<file path="config.mk">
export PLATFORM = sky130hd
export DESIGN_NAME = fetch_unit
export DESIGN_NICKNAME = d
export VERILOG_FILES = /design/src/rtl/fetch_unit.sv
export SDC_FILE = /design/constraint.sdc
export NUM_CORES = 1
export LEC_CHECK = 0
export ABC_AREA = 1
export CELL_PAD_IN_SITES_DETAIL_PLACEMENT = 0
export CELL_PAD_IN_SITES_GLOBAL_PLACEMENT = 1
export CORE_MARGIN = 4
export CORE_UTILIZATION = 38
export CTS_CLUSTER_SIZE = 14
export DETAILED_ROUTE_END_ITERATION = 16
export PLACE_DENSITY_LB_ADDON = 0.25
export SLEW_MARGIN = 5
export SYNTH_ARGS = -nofsm -noshare
export SYNTH_HDL_FRONTEND = slang
export SYNTH_SLANG_ARGS = --single-unit
export TNS_END_PERCENT = 30
</file>
<file path="constraint.sdc">
create_clock -name clk -period 3.8 [get_ports clk]
set_input_delay 0.38 -clock clk [delete_from_list [all_inputs] [get_ports clk]]
set_output_delay 0.38 -clock clk [all_outputs]
set_load 0.01 [all_outputs]
</file>
<file path="src/rtl/fetch_unit.sv">
// Instruction fetch sequencer: walks the PC through IRAM, resolves jumps locally
// and hands every other opcode to the datapath over a registered valid/ready port.
module fetch_unit #(
  parameter logic [7:0] RESET_PC    = 8'd0,
  parameter logic [7:0] OP_NOP      = 8'd2,
  parameter logic [7:0] OP_JUMP     = 8'd29,
  parameter logic [7:0] OP_JMPZ     = 8'd32,
  parameter logic [7:0] OP_JMNZ     = 8'd37,
  parameter bit         HALT_ON_NOP = 1'b1
) (
  input  logic       clk,
  input  logic       rst_n,
  output logic [7:0] iram_addr,
  input  logic [7:0] iram_data,
  output logic [7:0] instr,
  output logic       instr_valid,
  input  logic       instr_ready,
  input  logic       dp_idle,
  input  logic       z_flag,
  output logic [7:0] pc,
  output logic       halted
);

  typedef enum logic [2:0] {
    S_FETCH,
    S_LATCH,
    S_ISSUE,
    S_OPFETCH,
    S_OPLATCH,
    S_HALT
  } state_t;

  state_t     state_q, state_d;
  logic [7:0] pc_q, pc_d;
  logic [7:0] ir_q, ir_d;
  logic [7:0] instr_q, instr_d;
  logic       instr_valid_q, instr_valid_d;
  logic       halted_q, halted_d;

  logic       lat_is_branch;
  logic       lat_is_halt;
  logic       br_taken;
  logic [7:0] pc_inc;

  assign pc_inc        = pc_q + 8'd1;
  assign lat_is_branch = (iram_data == OP_JUMP) || (iram_data == OP_JMPZ) ||
                         (iram_data == OP_JMNZ);
  assign lat_is_halt   = HALT_ON_NOP && (iram_data == OP_NOP);
  // ir_q holds the branch opcode while the operand byte is on iram_data
  assign br_taken      = (ir_q == OP_JUMP) ||
                         ((ir_q == OP_JMPZ) &&  z_flag) ||
                         ((ir_q == OP_JMNZ) && !z_flag);

  always_comb begin
    state_d       = state_q;
    pc_d          = pc_q;
    ir_d          = ir_q;
    instr_d       = instr_q;
    instr_valid_d = instr_valid_q;
    halted_d      = halted_q;
    case (state_q)
      S_FETCH: state_d = S_LATCH;
      S_LATCH: begin
        ir_d = iram_data;
        if (lat_is_branch) begin
          pc_d    = pc_inc;
          state_d = S_OPFETCH;
        end else if (lat_is_halt) begin
          halted_d = 1'b1;
          state_d  = S_HALT;
        end else begin
          pc_d          = pc_inc;
          instr_d       = iram_data;
          instr_valid_d = 1'b1;
          state_d       = S_ISSUE;
        end
      end
      S_ISSUE: begin
        if (instr_valid_q && instr_ready) begin
          instr_valid_d = 1'b0;
          state_d       = S_FETCH;
        end
      end
      S_OPFETCH: state_d = S_OPLATCH;
      S_OPLATCH: begin
        // z_flag is only trustworthy once all issued work has retired
        if (dp_idle) begin
          pc_d    = br_taken ? iram_data : pc_inc;
          state_d = S_FETCH;
        end
      end
      S_HALT: begin
        halted_d      = 1'b1;
        instr_valid_d = 1'b0;
      end
      default: begin
        state_d       = S_FETCH;
        instr_valid_d = 1'b0;
      end
    endcase
  end

  always_ff @(posedge clk or negedge rst_n) begin
    if (!rst_n) begin
      state_q       <= S_FETCH;
      pc_q          <= RESET_PC;
      ir_q          <= 8'd0;
      instr_q       <= 8'd0;
      instr_valid_q <= 1'b0;
      halted_q      <= 1'b0;
    end else begin
      state_q       <= state_d;
      pc_q          <= pc_d;
      ir_q          <= ir_d;
      instr_q       <= instr_d;
      instr_valid_q <= instr_valid_d;
      halted_q      <= halted_d;
    end
  end

  assign iram_addr   = pc_q;
  assign pc          = pc_q;
  assign instr       = instr_q;
  assign instr_valid = instr_valid_q;
  assign halted      = halted_q;

endmodule

</file>
==> run summary, run 1 <==
Sorting the synthesized cells by how often they occur yields sky130_fd_sc_hd__nand2_1 (81), sky130_fd_sc_hd__dfrtp_1 (29), sky130_fd_sc_hd__inv_1 (21). The type of element launching the critical path is a flip-flop. The floorplan has 23 rows. The run gives 3820 µm as the total length of routed wires. The number of buffers and inverters on the critical path is 1. The share of final-layout standard cells stronger than drive strength 1 was 8.91%. During placement, the flow inserted port buffers numbering 38. The tools report the area of combinational cells with multiple inputs as 779 µm².

Relative to the synthesized area, the layout overhead comes to 28.9%. For the worst setup path, the data required time is 3420 ps. Cell with the largest stage delay on the worst path: sky130_fd_sc_hd__clkdlybuf4s50_1. For this run, the detailed router's first-pass iteration total came to 4.

The number of primary I/O pins came out at 39. The first global-routing pass estimated 6390 µm of wire. The final RePlAce weighted congestion was 0.731; the number of instances resized during post-cts repair was 0. Setup repair after global routing left no endpoint under its margin.

In the final design database the tool counted 271 nets. The final routed DRC violation total is 0, and the count of endpoints failing hold in the final timing report is 0. At the pin with the least slew margin, the transition time is 379 ps. Max-cap violations in this run came to 0.

By startpoint and endpoint, the worst setup path is classified as reg -> out. The tools report the via count of the first global-routing pass as 1431. For this run, the leading register cell type out of synthesis is sky130_fd_sc_hd__dfrtp_1.

The tools report the final worst clock skew as 5.42 ps. The number of max-slew violations in the final report is 0, and the sequential cell area fraction in the yosys report is 43.4%. By instance count, the leading cell after synthesis is sky130_fd_sc_hd__nand2_1. The synthesized cell area is 1670 µm². 0 antenna diodes ended up in the layout. After synthesis, the largest area contributor takes up 43.4% of total cell area. Biggest cell delay along the critical path: 580 ps. Category of cells accounting for the largest share of critical-path delay: buffers and inverters. After technology mapping, the gate count stands at 221. The time the worst path needs with I/O delays and setup was 1690 ps; the synthesis warning total was 0.

The effective utilization at floorplan came out at 40.6%. Data arrives at the worst endpoint at 1310 ps. The layout has 414 filler cells. For the final routed database, the setup TNS stands at 0 ps. The remaining number of nets flagged by the antenna check after routing was 0.

Critical path launch point: iram_addr[4]. In this run, synthesis produced a sequential element count of 29. The average instance in the mapped netlist occupies 7.56 µm².

The tools report the startpoint of the most critical hold path as halted. Power spread over the standard cell area amounts to 785 nW/µm². Clock tree synthesis selected as its root buffer the cell sky130_fd_sc_hd__clkbuf_8. The final critical path takes up 44.5% of the cycle.

The signal on the critical path passes through clkdlybuf4s50_1. The leading area contributor after synthesis was sky130_fd_sc_hd__dfrtp_1. The number of H-tree branching levels was 2; the floorplan die width was 74.3 µm.

The core region is 4120 µm². For the cts-stage hold buffer count, the log shows 0. The worst register-to-register path begins at state_q[2].

In the synthesized netlist the async set-or-reset flop fraction comes to 100%. Total power for the finished layout comes to 1.69 mW. The number of enable flip-flop cells after synthesis was 0. The tools report the capturing element type of the critical path as an output port.

In this run the worst path has a maximum fanout of 6. The number of antenna violations at the first check in global routing was 0. Sorting the synthesized cells by area gives the leading types as sky130_fd_sc_hd__dfrtp_1 (43%), sky130_fd_sc_hd__nand2_1 (18%), sky130_fd_sc_hd__nand4_1 (5.6%). The die is 74.3 µm tall. The worst-case IR drop observed on VDD is 0.363 mV.

In the global route stage, overall resource usage came out at 15.2%. For this run, the top clock speed supported by timing is 0.591 GHz. The die covers 5520 µm². The number of CTS-inserted buffers came out at 5. Summing all flip-flop and latch instances after layout gives 726 µm². The worst min-delay path class was reg -> reg. The run gives 29 as the CTS sink count.

The flow ran to the end, and the final reports show no timing, DRC or antenna violations. Setup violations remaining at the end of the flow were counted as 0. In this run the deepest clock path goes through 2 buffers. The post-route core utilization is 52.3%, and the HPWL after detailed placement is 2830 µm. The leakage power is 1.07 nW. Using the TritonRoute via totals, the vias-per-cell ratio works out to 4.89. Relative slew slack: 74.8%. In the final routed layout, each cell accounts on average for 12.4 µm. The total overflow left after global routing is 0. The number of setup buffers added after CTS was 0; the pin count of the biggest net entering global routing was 30. The register clock-pin slew on the reported worst setup and hold paths was 70 ps; the total nets after synthesis was 235. Via count: 1505. The netlist uses 27 different library cells. The tools report the number of violations reported at the end of detailed-routing iteration 0 as 66. TritonCTS built the clock tree. For the worst-skew pair, the clock arrives at the later sink with an insertion delay of 280 ps.
final cells by class:
| type | instances | area share (%) |
|---|---|---|
| Clock inverter | 1 | 0.232 |
| Inverter | 25 | 4.47 |
| Tap cell | 50 | 2.91 |
| Multi-Input combinational cell | 157 | 36.2 |
| Timing Repair Buffer | 39 | 18.0 |
| Sequential cell | 29 | 33.7 |
| Clock buffer | 7 | 4.47 |
cells in the final DEF, fill, tap and decap left out, types with 3 or more instances in the layout:
cell type / instances
sky130_fd_sc_hd__nand2_1: 81
sky130_fd_sc_hd__clkdlybuf4s50_1: 38
sky130_fd_sc_hd__dfrtp_1: 29
sky130_fd_sc_hd__inv_1: 21
sky130_fd_sc_hd__nand4_1: 15
sky130_fd_sc_hd__nor2_1: 14
sky130_fd_sc_hd__nand3_1: 14
sky130_fd_sc_hd__o21ai_0: 8
sky130_fd_sc_hd__clkbuf_8: 7
sky130_fd_sc_hd__inv_2: 3
sky130_fd_sc_hd__nand3_2: 3
sky130_fd_sc_hd__nand3b_1: 3
sky130_fd_sc_hd__xnor2_1: 3
stage by stage:
step | cells | hold WS, ps | area [µm²] | setup slack (ps)
finish | 308 | 466 | 2150 | 2110
global route | 308 | 483 | 2150 | 1930
CTS | 308 | 468 | 2150 | 2100
detailed placement | 300 | 453 | 2050 | 1940
global placement | 300 | 449 | 2050 | 1960
floorplan | 221 | 84.4 | 1670 | 2480
sequential cells by signal (all words and copies together), names as in the netlist:
register / cells
state_q: 3
iram_addr: 8
instr_valid: 1
instr: 8
ir_q: 8
halted: 1
path summary, 6_finish.rpt:
path	depth (start not counted)	end	slack, ps
max in group asynchronous	2	iram_addr[2]	3040
min reg2reg	1	halted	470
max	1	iram_addr[4]	2110
min in group asynchronous	2	halted	480
min	1	halted	470
max reg2reg	6	instr[4]	2160
per-layer routing:
metal | wire (µm) | GRT usage, % | up-vias | part of all wire, %
met5 | 0 | 0 | - | 0
met4 | 71 | 5.93 | 0 | 1.9
met3 | 189 | 3.78 | 7 | 5.0
met2 | 1770 | 23.8 | 36 | 46
met1 | 1780 | 20.2 | 685 | 47
li1 | - | - | 777 | -
where the power goes:
group	total, mW	switching, mW	leakage, nW	internal, mW
registers	0.576	0.126	0.362	0.450
logic	0.832	0.457	0.654	0.375
clock network	0.282	0.119	0.0542	0.163
total	1.69	0.701	1.07	0.989
cell families (layout without fill, tap and decap cells):
| kind of cell | count (synthesis) | count (layout) | share of synthesized area (%) |
|---|---|---|---|
| flops | 29 | 29 | 43.4 |
| simple gates | 138 | 138 | 38.4 |
| xor+xnor | 5 | 5 | 2.62 |
| fa+ha+maj | 1 | 1 | 0.749 |
| compound gates | 13 | 13 | 4.94 |
| buf+inv | 35 | 72 | 9.89 |
(Power assumes the default switching activity.)
==> inputs of run 2 (changes only) <==
CORE_UTILIZATION = 35   (was 38)
clock period = 1.7 ns   (was 3.8 ns; I/O delays follow)
==> run summary, run 2 (synthesis results as in run 1) <==
For the number of max-slew violations in the final report, the log shows 0 (unchanged). Commonest non-fill, non-tap cell in the layout: sky130_fd_sc_hd__nand2_1 (unchanged). The number of violations reported at the end of detailed-routing iteration 0 was 131 (was 66); the relative slew slack was 74.4% (was 74.8%). Type of element launching the critical path: a flip-flop (unchanged).

The HPWL after detailed placement came out at 2870 µm (was 2830 µm). The number of primary I/O pins is 39 (unchanged), and the floorplan die width is 77.1 µm (was 74.3 µm). The depth of the most critical reg-to-reg path was 8 (was 6). Commonest cells after routing, fill and taps aside: sky130_fd_sc_hd__nand2_1 (81), sky130_fd_sc_hd__clkdlybuf4s50_1 (38), sky130_fd_sc_hd__dfrtp_1 (29) (unchanged). TritonCTS built the clock tree. The remaining number of nets flagged by the antenna check after routing is 0 (unchanged).

The tools report the number of nets at the end of the flow as 276 (was 271). The via count of the first global-routing pass is 1569 (was 1431). The CTS sink count was 29 (unchanged); the actual slew at the worst max-slew pin was 383 ps (was 379 ps). The logs give 49.3% (was 52.3%) for the post-route core utilization and 1690 ps (was 1310 ps) for the arrival time at the worst endpoint.

The number of standard-cell rows in the floorplan was 24 (was 23). The logs give 1528 (was 1505) for the via count and 451 (was 414) for the total of fill cells in the finished design. Data required time of the critical path: 1870 ps (was 3420 ps). The logs give 2 (unchanged) for the buffer levels on the longest clock path and 1.10 nW (was 1.07 nW) for the leakage power. The power per unit of standard cell area is 1780 nW/µm² (was 785 nW/µm²), and the final worst clock skew is 4.61 ps (was 5.42 ps). The tools report the worst voltage drop across the vdd grid as 0.828 mV (was 0.363 mV). The final RePlAce weighted congestion is 0.780 (was 0.731).

The cell with the largest stage delay on the worst path was sky130_fd_sc_hd__dfrtp_1 (was sky130_fd_sc_hd__clkdlybuf4s50_1). Via density per instance: 4.85 (was 4.89). The tools report the buffer type at the clock tree root as sky130_fd_sc_hd__clkbuf_8 (unchanged). The fmax was 0.658 GHz; the top fanout value on the critical path was 9 (was 6). The logs give 0 (unchanged) for the total of max-cap violations and 279 ps (was 466 ps) for the worst slack on hold paths. The register clock-pin slew on the reported worst setup and hold paths works out to 60 ps (was 70 ps). The run finished with clean final reports. The biggest cell delay along the critical path is 470 ps (was 580 ps). The total length of routed wires came out at 3960 µm (was 3820 µm). The total congestion overflow after global routing is 0 (unchanged). Worst min-delay path class: in -> async (was reg -> reg).

The run gives 2 (unchanged) as the number of H-tree branching levels. The total setup violations reported at the end of the flow was 0 (unchanged); the post-detailed-route wirelength per cell was 12.6 µm (was 12.4 µm). The tools report the latest clock arrival within the worst-skew pair as 270 ps (was 280 ps). The synthesis-to-finish area growth was 32.1% (was 28.9%). The global-route usage over all layers is 14.4% (was 15.2%). The startpoint-to-endpoint class of the critical path was reg -> reg (was reg -> out). Pin count of the biggest net entering global routing: 30 (unchanged). The height of the die works out to 77.1 µm (was 74.3 µm). Setup repair after global routing left no endpoint under its margin. The number of antenna violations at the first check in global routing was 0 (unchanged). The run gives 3.92 mW (was 1.69 mW) as the total power. The count of port buffers added during placement is 38 (unchanged), and the number of CTS-inserted buffers is 5 (unchanged). The tools report the die area as 5940 µm² (was 5520 µm²). For the final routed DRC violation total, the log shows 0 (unchanged).

The share of final-layout standard cells stronger than drive strength 1 was 10.6% (was 8.91%); the number of instances resized during post-cts repair was 0 (unchanged). Cell breakdown of the critical path: nor2_2, nand2_2, nor2_4, nand3_4, nand2_1, nand2_1, nand2_1, nand2_1 (was clkdlybuf4s50_1). The aggregate negative setup slack is 0 ps (unchanged), and the number of search-and-repair iterations in the first detailed-routing pass is 4 (unchanged). Capturing element type of the critical path: a flip-flop (was an output port).

Counting stages on the worst path, the most repeated cell is sky130_fd_sc_hd__nand2_1. The run gives 0 (unchanged) as the count of endpoints failing hold in the final timing report. After layout, the minimum clock period comes to 1520 ps. The area of the core was 4470 µm² (was 4120 µm²); the effective utilization at floorplan was 37.3% (was 40.6%).

The number of diodes is 0 (unchanged), and the ratio of final minimum period to clock period is 89.4%. The tools report the global-route wire length before repair as 7090 µm (was 6390 µm).
[run 2: area by class of cell]
class / count / area, µm² / share of cell area (%)
well taps: 52 / 65.1 / 2.95
multi-input cells: 157 / 779 / 35.3
repair buffers: 44 / 438 / 19.9
clock inverters: 1 / 5.00 / 0.227
inverters: 25 / 96.3 / 4.37
clock buffers: 7 / 96.3 / 4.37
flip-flops and latches: 29 / 726 / 32.9
[run 2: worst paths after layout]
kind | startpoint | end | slack, ps
worst max register to register | state_q[0] | iram_addr[0] | 180
worst min register to register | halted | halted | 470
worst max-delay path | state_q[0] | iram_addr[0] | 180
min in group clk | halted | halted | 470
max in group asynchronous | rst_n | iram_addr[0] | 1140
worst min-delay path | rst_n | state_q[1] | 280
[run 2: repair_timing]
item / in CTS / in global routing
hold buffers: 0 / 0
endpoints found under the setup margin: 0 / 8
buffers inserted: 0 / 2
endpoints found under the hold margin: 0 / 0
[run 2: metrics by stage]
stage               setup WS (ps)  std cells  area, µm²
global placement             38.9        305       2080
floorplan                     376        221       1670
CTS                          84.3        313       2180
finish                        181        315       2210
global route                 15.4        315       2210
detailed placement           52.2        305       2080
[run 2: power breakdown]
part | switching [mW] | leakage (nW) | internal (mW)
logic | 1.07 | 0.682 | 0.946
registers | 0.280 | 0.362 | 1.01
clock network | 0.257 | 0.0542 | 0.365
[run 2: critical path: cells and delay by family, from the launching register on]
family | cells | cell delay (ps)
simple gates | 8 | 930
flops | 1 | 470
[run 2: per-layer routing]
metal  share of wire [%]  global-route usage [%]  up-vias
met5                   0                       0        -
met1                  47                    18.8      693
met3                 6.4                    4.10        0
met4                   0                    3.74        0
li1                    -                       -      786
met2                  46                    23.6       49
==> inputs of run 3 (changes only) <==
CTS_CLUSTER_SIZE = default   (was 14)
==> results of run 3 <==
The final DEF is identical to that of run 2; final timing and power are the same.
